<file path="config.mk">
export PLATFORM = sky130hd
export DESIGN_NAME = mul_unit_flat
export DESIGN_NICKNAME = d
export VERILOG_FILES = /design/src/rtl/mul_unit_if.sv /design/src/rtl/mul_unit.sv /design/src/flat_wrapper.sv
export SDC_FILE = /design/constraint.sdc
export NUM_CORES = 1
export LEC_CHECK = 0
export CORE_ASPECT_RATIO = 1.25
export CORE_UTILIZATION = 25
export CTS_CLUSTER_DIAMETER = 120
export DETAILED_ROUTE_END_ITERATION = 8
export DONT_BUFFER_PORTS = 1
export PLACE_DENSITY = 0.39
export SLEW_MARGIN = 0
export SYNTH_ARGS = -nofsm -noshare
export SYNTH_HDL_FRONTEND = slang
export SYNTH_SLANG_ARGS = --single-unit
</file>
<file path="constraint.sdc">
create_clock -name clk -period 15.2 [get_ports clk]
set_input_delay 3.8 -clock clk [delete_from_list [all_inputs] [get_ports clk]]
set_output_delay 3.8 -clock clk [all_outputs]
set_load 0.01 [all_outputs]
</file>
<file path="src/rtl/mul_unit_if.sv">
// Request/result bundle between the core's main FSM and the iterative multiplier.
interface mul_unit_if #(
  parameter int unsigned WIDTH = 32
);
  logic               start;
  logic               signed_op;
  logic               acc_en;
  logic [WIDTH-1:0]   a;
  logic [WIDTH-1:0]   b;
  logic [2*WIDTH-1:0] acc;
  logic               busy;
  logic               done;
  logic [WIDTH-1:0]   result_hi;
  logic [WIDTH-1:0]   result_lo;
  logic               flag_n;
  logic               flag_z;

  modport master (
    output start, signed_op, acc_en, a, b, acc,
    input  busy, done, result_hi, result_lo, flag_n, flag_z
  );

  modport slave (
    input  start, signed_op, acc_en, a, b, acc,
    output busy, done, result_hi, result_lo, flag_n, flag_z
  );
endinterface

</file>
<file path="src/rtl/mul_unit.sv">
// Iterative radix-2 WIDTHxWIDTH multiplier with optional 2*WIDTH accumulate.
// Sign is handled by multiplying magnitudes and negating the product in FIX.
module mul_unit #(
  parameter int unsigned WIDTH = 32
) (
  input  logic       clk,
  input  logic       reset,
  mul_unit_if.slave  bus
);
  localparam int unsigned W2 = 2 * WIDTH;
  localparam int unsigned CW = (WIDTH > 1) ? $clog2(WIDTH) : 1;

  typedef enum logic [1:0] {S_IDLE, S_RUN, S_FIX, S_DONE} state_e;

  state_e           state_q, state_d;
  logic             busy_q, busy_d;
  logic             done_q, done_d;
  logic [WIDTH-1:0] mcand_q, mcand_d;
  logic [WIDTH-1:0] mplier_q, mplier_d;
  logic [WIDTH-1:0] part_q, part_d;
  logic [CW-1:0]    cnt_q, cnt_d;
  logic             neg_q, neg_d;
  logic             acc_en_q, acc_en_d;
  logic [W2-1:0]    acc_q, acc_d;
  logic [W2-1:0]    res_q, res_d;
  logic             flag_n_q, flag_n_d;
  logic             flag_z_q, flag_z_d;

  logic [WIDTH-1:0] mag_a, mag_b;
  logic [WIDTH:0]   step_sum;
  logic [W2-1:0]    prod, prod_signed, fix_res;
  logic             load;

  // Operand magnitudes; 0x8000_0000 maps to 2^(W-1), which fits unsigned.
  assign mag_a = (bus.signed_op && bus.a[WIDTH-1]) ? WIDTH'(-bus.a) : bus.a;
  assign mag_b = (bus.signed_op && bus.b[WIDTH-1]) ? WIDTH'(-bus.b) : bus.b;

  assign step_sum    = {1'b0, part_q} + {1'b0, {WIDTH{mplier_q[0]}} & mcand_q};
  assign prod        = {part_q, mplier_q};
  assign prod_signed = neg_q ? W2'(-prod) : prod;
  assign fix_res     = acc_en_q ? W2'(prod_signed + acc_q) : prod_signed;

  always_comb begin
    state_d  = state_q;
    busy_d   = 1'b0;
    done_d   = 1'b0;
    mcand_d  = mcand_q;
    mplier_d = mplier_q;
    part_d   = part_q;
    cnt_d    = cnt_q;
    neg_d    = neg_q;
    acc_en_d = acc_en_q;
    acc_d    = acc_q;
    res_d    = res_q;
    flag_n_d = flag_n_q;
    flag_z_d = flag_z_q;
    load     = 1'b0;

    case (state_q)
      S_IDLE: begin
        if (bus.start) begin
          load    = 1'b1;
          state_d = S_RUN;
          busy_d  = 1'b1;
        end
      end
      S_RUN: begin
        busy_d   = 1'b1;
        part_d   = step_sum[WIDTH:1];
        mplier_d = {step_sum[0], mplier_q[WIDTH-1:1]};
        cnt_d    = cnt_q + CW'(1);
        if (cnt_q == CW'(WIDTH - 1)) begin
          cnt_d   = '0;
          state_d = S_FIX;
        end
      end
      S_FIX: begin
        res_d    = fix_res;
        flag_n_d = fix_res[W2-1];
        flag_z_d = (fix_res == '0);
        done_d   = 1'b1;
        state_d  = S_DONE;
      end
      S_DONE: begin
        if (bus.start) begin
          load    = 1'b1;
          state_d = S_RUN;
          busy_d  = 1'b1;
        end else begin
          state_d = S_IDLE;
        end
      end
      default: state_d = S_IDLE;
    endcase

    // Capture operands; results stay untouched until the next FIX.
    if (load) begin
      mcand_d  = mag_a;
      mplier_d = mag_b;
      part_d   = '0;
      cnt_d    = '0;
      neg_d    = bus.signed_op & (bus.a[WIDTH-1] ^ bus.b[WIDTH-1]);
      acc_en_d = bus.acc_en;
      acc_d    = bus.acc;
    end
  end

  always_ff @(posedge clk or posedge reset) begin
    if (reset) begin
      state_q  <= S_IDLE;
      busy_q   <= 1'b0;
      done_q   <= 1'b0;
      mcand_q  <= '0;
      mplier_q <= '0;
      part_q   <= '0;
      cnt_q    <= '0;
      neg_q    <= 1'b0;
      acc_en_q <= 1'b0;
      acc_q    <= '0;
      res_q    <= '0;
      flag_n_q <= 1'b0;
      flag_z_q <= 1'b0;
    end else begin
      state_q  <= state_d;
      busy_q   <= busy_d;
      done_q   <= done_d;
      mcand_q  <= mcand_d;
      mplier_q <= mplier_d;
      part_q   <= part_d;
      cnt_q    <= cnt_d;
      neg_q    <= neg_d;
      acc_en_q <= acc_en_d;
      acc_q    <= acc_d;
      res_q    <= res_d;
      flag_n_q <= flag_n_d;
      flag_z_q <= flag_z_d;
    end
  end

  assign bus.busy      = busy_q;
  assign bus.done      = done_q;
  assign bus.result_hi = res_q[W2-1:WIDTH];
  assign bus.result_lo = res_q[WIDTH-1:0];
  assign bus.flag_n    = flag_n_q;
  assign bus.flag_z    = flag_z_q;
endmodule

</file>
<file path="src/flat_wrapper.sv">
// flat-port wrapper written by rule: the top's interface ports become plain ports
module mul_unit_flat 
#(
  parameter int unsigned WIDTH = 32
)
  (clk, reset, bus_start, bus_signed_op, bus_acc_en, bus_a, bus_b, bus_acc, bus_busy, bus_done, bus_result_hi, bus_result_lo, bus_flag_n, bus_flag_z);
  mul_unit_if #(.WIDTH(WIDTH)) bus_i ();
  input  logic clk;
  input  logic reset;
  input wire logic [$bits(bus_i.start)-1:0] bus_start;
  input wire logic [$bits(bus_i.signed_op)-1:0] bus_signed_op;
  input wire logic [$bits(bus_i.acc_en)-1:0] bus_acc_en;
  input wire logic [$bits(bus_i.a)-1:0] bus_a;
  input wire logic [$bits(bus_i.b)-1:0] bus_b;
  input wire logic [$bits(bus_i.acc)-1:0] bus_acc;
  output wire logic [$bits(bus_i.busy)-1:0] bus_busy;
  output wire logic [$bits(bus_i.done)-1:0] bus_done;
  output wire logic [$bits(bus_i.result_hi)-1:0] bus_result_hi;
  output wire logic [$bits(bus_i.result_lo)-1:0] bus_result_lo;
  output wire logic [$bits(bus_i.flag_n)-1:0] bus_flag_n;
  output wire logic [$bits(bus_i.flag_z)-1:0] bus_flag_z;
  assign bus_i.start = bus_start;
  assign bus_i.signed_op = bus_signed_op;
  assign bus_i.acc_en = bus_acc_en;
  assign bus_i.a = bus_a;
  assign bus_i.b = bus_b;
  assign bus_i.acc = bus_acc;
  assign bus_busy = bus_i.busy;
  assign bus_done = bus_i.done;
  assign bus_result_hi = bus_i.result_hi;
  assign bus_result_lo = bus_i.result_lo;
  assign bus_flag_n = bus_i.flag_n;
  assign bus_flag_z = bus_i.flag_z;
  mul_unit #(.WIDTH(WIDTH)) u_core (.clk(clk), .reset(reset), .bus(bus_i));
endmodule
</file>
## After elaboration in Yosys (flattened, before gate mapping)

Cells that the tools add are included.

| operators by class | value |
|---|---|
| add/subtract/negate cells | 6 |
| bitwise gates (word level) | 3 |
| equality and inequality tests | 6 |
| reductions and logical operators | 7 |
| multiplexer cells | 19 |

Operator list:

| cell | count |
|---|---|
| $mux W32 | 6 |
| $mux W64 | 2 |
| $add A64 B64 Y64 | 1 |
| $logic_not A64 Y1 | 1 |
| $neg A32 Y32 | 2 |
| $neg A64 Y64 | 1 |
| $add A32 B32 Y33 | 1 |
| $and A32 B32 Y32 | 1 |
| $mux W5 | 3 |
| $pmux W2 S4 | 1 |
| $add A5 B1 Y5 const B | 1 |
| $eq A5 B5 Y1 const B | 1 |
| $eq A2 B2 Y1 const B | 2 |
| $mux W1 | 4 |
| $mux W2 | 2 |
| $eq A2 B1 Y1 const B | 1 |
| $logic_and A1 B1 Y1 | 2 |
| $logic_not A2 Y1 | 1 |
| $ne A2 B1 Y1 const B | 1 |
| $ne A2 B2 Y1 const B | 1 |
| $pmux W1 S2 | 1 |
| $reduce_and A2 Y1 | 1 |
| $reduce_bool A2 Y1 | 1 |
| $reduce_or A2 Y1 | 1 |
| 2 further kinds | 2 |

| word-level totals | value |
|---|---|
| flip-flop bits (word level) | 237 |
| output and inout bits | 68 |
| word-level logic and storage cells | 54 |
| input port bits | 133 |

## Longest topological paths before layout

| depth | value |
|---|---|
| depth after elaboration | 5 |
| gate-level depth with buffers | 25 |
| gate-level depth less buffers | 24 |

## Worst setup path before layout

No wires, ideal clock.

| timing path | value |
|---|---|
| kind | input port to flip-flop |
| start point | input port bus_b[10] |
| end point | register u_core.mplier_q[30] |
| library setup time | 0.135 ns |
| data required time | 15.065 ns |
| stages on the path | 13 |
| buffers on the path | 0 |
| setup slack | 8.783 ns |
| data arrival time | 6.282 ns |
| cells stage by stage | or4_1 or4_1 nor2_1 nand3b_1 nor3_1 nand2b_1 nor3_1 a31oi_1 a21oi_1 o21ai_0 xor2_1 nand2_1 o21ai_0 |

| on the way | value |
|---|---|
| longest elaborated chain between the ends | 3 |

RTL lines:

| what | RTL line | RTL |
|---|---|---|
| start, declared | flat_wrapper.sv:14 | `input wire logic [$bits(bus_i.b)-1:0] bus_b;` |
| $neg A32 Y32 | mul_unit.sv:36 | `assign mag_b = (bus.signed_op && bus.b[WIDTH-1]) ? WIDTH'(-bus.b) : bus.b;` |
| $mux W32 | mul_unit.sv:36 |  |
| $mux W32 | mul_unit.sv:97 | `if (load) begin` |
| end signal, assigned | mul_unit.sv:128 | `mplier_q <= mplier_d;` |
| end, declared | mul_unit.sv:19 | `logic [WIDTH-1:0] mplier_q, mplier_d;` |

Every way passes these cells.
A chain may end at the register's enable or synchronous reset.

## Worst setup path in the final report

| timing path | value |
|---|---|
| start point | register u_core.mplier_q[24] |
| end point | register u_core.flag_z_q, in the netlist u_core.bus.flag_z |

| on the way | value |
|---|---|
| longest elaborated chain between the ends | 5 |

RTL lines:

| what | RTL line | RTL |
|---|---|---|
| $neg A64 Y64 | mul_unit.sv:40 | `assign prod_signed = neg_q ? W2'(-prod) : prod;` |
| $mux W64 (*) | mul_unit.sv:40 |  |
| $add A64 B64 Y64 | mul_unit.sv:41 | `assign fix_res = acc_en_q ? W2'(prod_signed + acc_q) : prod_signed;` |
| $mux W64 (*) | mul_unit.sv:41 |  |
| $logic_not A64 Y1 (*) | mul_unit.sv:80 | `flag_z_d = (fix_res == '0);` |
| end signal, assigned | mul_unit.sv:136 | `flag_z_q <= flag_z_d;` |
| end, declared | mul_unit.sv:27 | `logic flag_z_q, flag_z_d;` |

Mark *: on every way between the ends. The rest lies on a longest branch, timed or not.

==> flow_metrics.py <==
metrics = {
    "global_routing": {
        "globalRoute.busiestLayer": "met2",
        "grt_antenna_before_repair": 1,
        "grt_start_max_net_pins": 116,
        "grtUsageMet1_pct": 23.1,
        "grt_pass1_wl_mm": 105,
        "grt_util_met2_pct": 30.5,
        "grt_overflow": 0,
        "met3_usage_pct": 2.53,
        "grt_usage_pct": 17.9,
        "grt_pass1_vias": 16814,
    },
    "clock_network": {
        "ctsHtreeMaxLevel": 1,
        "post_cts_resized": 0,
        "cts-buffers-inserted": 30,
        "cts_root_buffer": "clkbuf_16",
        "clkLatencyLatePin_ns": 0.61,
        "hold_buffers": 0,
        "cts_setup_buffers": 0,
        "cts_tree": "yes",
        "cts.sinks": 236,
        "cts_buffer_depth": 3,
        "path_clk_slew_ns": 0.07,
    },
    "route": {
        "routedWlPerCell_um": 21.3,
        "first_iter_violations": 1080,
        "drt_first_pass_iters": 7,
        "vias_per_cell": 5.12,
        "ant_nets": 0,
        "drc": 72,
        "routed_wl_mm": 69.0,
        "num_vias": 16614,
    },
    "die": {
        "pin_count": 201,
        "fp.coreArea_mm2": 0.0737,
        "die_x_um": 247,
        "die_h_um": 308,
        "die-area_mm2": 0.0761,
        "std_cell_rows": 111,
        "initial_utilization_pct": 25.4,
    },
    "worst_setup_path": {
        "startpoint_type": "flop",
        "rr_startpoint": "u_core.mplier_q[24]$_DFFE_PP0P_",
        "worstPathArrival_ns": 7.85,
        "critPathLaunch": "u_core.mplier_q[24]$_DFFE_PP0P_",
        "crit_type": "reg2reg",
        "ff2ff_setup_slack_ns": 7.86,
        "critPathMaxFanout": 7,
        "worst_setup_path_end_kind": "flop",
        "cp_data_required_time_ns": 15.70,
        "r2r_end": "u_core.bus.flag_z$_DFFE_PP0P_",
        "reg2reg_depth": 19,
    },
    "timing": {
        "finalSetupViolCount": 0,
        "hold_viol_final": 0,
        "finalClockSkew_ns": 0.0130,
        "max_freq_ghz": 0.136,
        "min_period_ns": 7.34,
        "report.final.slew_viol_count": 0,
        "slew_headroom_pct": 22.5,
        "timing.setup.tns_ns": 0,
        "grt_setup_unrepaired": "no",
        "layout_worst_path_cycle_share_pct": 48.3,
        "worst_slew_pin_slew_ns": 1.15,
    },
    "synthesis": {
        "netlist_instances": 2333,
        "yosysWarnings": 0,
        "synth_edf_count": 0,
        "syn_nets": 2587,
        "syn_area_per_cell_um2": 8.03,
        "synth-seq-cells": 236,
        "syn_area_mm2": 0.0187,
        "ys_async_sr_fraction_pct": 100,
        "ys_seq_area_share_pct": 31.5,
        "ys.flop_type": "dfrtp_1",
        "yosysUniqueCellTypes": 79,
    },
    "cells_and_area": {
        "fin_nets": 2514,
        "final_common_cell": "nand2_1",
        "mostFrequentLayoutCells": "nand2_1 (389), dfrtp_1 (235), o21ai_0 (197)",
        "syn_to_final_growth_pct": 9.83,
        "fillers": 7954,
        "drive_gt1_share_pct": 4.51,
    },
    "worst_hold_path": {
        "holdCritPathClass": "reg2reg",
        "min_to": "u_core.mcand_q[16]$_DFFE_PP0P_",
        "whs_path_depth": 2,
        "min_from": "u_core.mcand_q[16]$_DFFE_PP0P_",
    },
    "placed_design": {
        "hpwl_mm": 54.3,
        "numPortBuffers": 0,
        "gp_congestion": 0.919,
    },
    "run_status": {
        "violations": "DRC",
        "status": "complete, but fails checks",
    },
    "job": {
        "maxCapViolations": 0,
    },
}
[Yosys cell counts (all sizes together), types with 6 or more instances]
| cell type | n | area share, % |
|---|---|---|
| nand4 | 21 | 0.70 |
| nand2 | 389 | 7.8 |
| nand2b | 21 | 0.70 |
| xor2 | 69 | 3.2 |
| o21bai | 24 | 0.96 |
| mux2i | 74 | 4.0 |
| clkbuf | 101 | 2.0 |
| o31ai | 38 | 1.5 |
| nand3b | 8 | 0.32 |
| or3 | 25 | 0.83 |
| a2111oi | 8 | 0.41 |
| nor4 | 16 | 0.53 |
| a21o | 42 | 1.7 |
| nor2 | 179 | 3.6 |
| dfrtp | 236 | 32 |
| nand3 | 31 | 0.83 |
| o211ai | 14 | 0.56 |
| o21a | 14 | 0.56 |
| o41ai | 18 | 0.84 |
| ha | 119 | 7.9 |
| nand4b | 6 | 0.28 |
| a21oi | 190 | 5.1 |
| and2 | 51 | 1.7 |
| o21ai | 197 | 5.3 |
| or2 | 10 | 0.33 |
| mux2 | 13 | 0.78 |
| xnor2 | 120 | 5.6 |
| nor3 | 45 | 1.2 |
| and3 | 15 | 0.50 |
| buf | 19 | 0.53 |
| inv | 60 | 1.2 |
| nor2b | 11 | 0.37 |
| or4 | 21 | 0.88 |
| a211oi | 22 | 0.88 |
| a31oi | 18 | 0.60 |
| a211o | 8 | 0.37 |
[layout make-up]
cell class	count	area (um2)	share of cell area, %
diodes	1	2.50	0.0122
clock buffers	39	835	4.06
clock inverters	15	118	0.572
inverters	61	236	1.15
multi-input cells	1916	12200	59.1
flip-flops and latches	236	5910	28.7
well taps	960	1200	5.84
repair buffers	15	113	0.547
[critical path, cell delays in order (launching register included)]
cell and delay, ns:
dfrtp_1 0.46, or4_1 0.63, nor4b_1 0.73, nand4b_1 0.44
o41ai_1 0.50, xor2_1 0.38, inv_1 0.09, ha_1 0.39
nand2_1 0.14, o21ai_0 0.38, a21oi_1 0.15, or4_1 0.57
o311ai_0 0.66, o221ai_1 0.33, o21ai_0 0.41, xor2_1 0.22
a21o_1 0.14, and4b_1 0.18, and4_1 0.20, a41o_1 0.23
[layer usage]
layer | routed length, um | part of all wire [%] | vias to the layer above
li1 | - | - | 8169
met1 | 30900 | 45 | 7934
met2 | 32500 | 47 | 412
met3 | 3310 | 4.8 | 99
met4 | 2320 | 3.4 | 0
met5 | 0 | 0 | -
[per-stage QoR]
| step | cells | hold WS, ns | util (%) | setup slack [ns] | cell area [um2] |
|---|---|---|---|---|---|
| 2_1_floorplan | 2333 | 0.438 | - | 4.93 | 18700 |
| 3_3_place_gp | 3188 | 0.457 | 26.6 | 8.26 | 19600 |
| 3_5_place_dp | 3188 | 0.461 | 26.6 | 8.03 | 19600 |
| 4_1_cts | 3242 | 0.474 | 27.9 | 8.01 | 20600 |
| 5_1_grt | 3242 | 0.499 | 27.9 | 7.40 | 20600 |
| 6_report | 3243 | 0.470 | 27.9 | 7.86 | 20600 |
[flip-flops by register name (all words and copies together) (netlist names)]
signal,flops
u_core.acc_q,64
u_core.cnt_q,5
u_core.state_q,2
u_core.mcand_q,32
u_core.mplier_q,32
u_core.bus.flag_z,1
u_core.bus.busy,1
u_core.bus.flag_n,1
u_core.res_q,63
u_core.bus.done,1
u_core.part_q,32
u_core.neg_q,1
u_core.acc_en_q,1
[kinds of logic after synthesis]
kind of cell | count (synthesis) | share of synthesized area (%)
AO/OA/AOI/OAI | 647 | 21.3
multiplexers | 87 | 4.73
adder cells (fa/ha/maj) | 121 | 8.16
AND/OR/NAND/NOR | 872 | 21.7
flip-flops | 236 | 31.5
buffers and inverters | 181 | 3.77
XOR/XNOR | 189 | 8.83
[how the worst max path moves through the flow]
| stage | endpoint |
|---|---|
| floorplan | u_core.acc_en_q$_DFFE_PP0P_ |
| global placement | u_core.mplier_q[30]$_DFFE_PP0P_ |
| detailed placement | u_core.bus.flag_z$_DFFE_PP0P_ |
| CTS | u_core.bus.flag_z$_DFFE_PP0P_ |
| global route | u_core.bus.flag_z$_DFFE_PP0P_ |
| finish | u_core.bus.flag_z$_DFFE_PP0P_ |
Power is not shown: default switching activity piles up to over one toggle a cycle in this logic, so the estimate is an artifact.
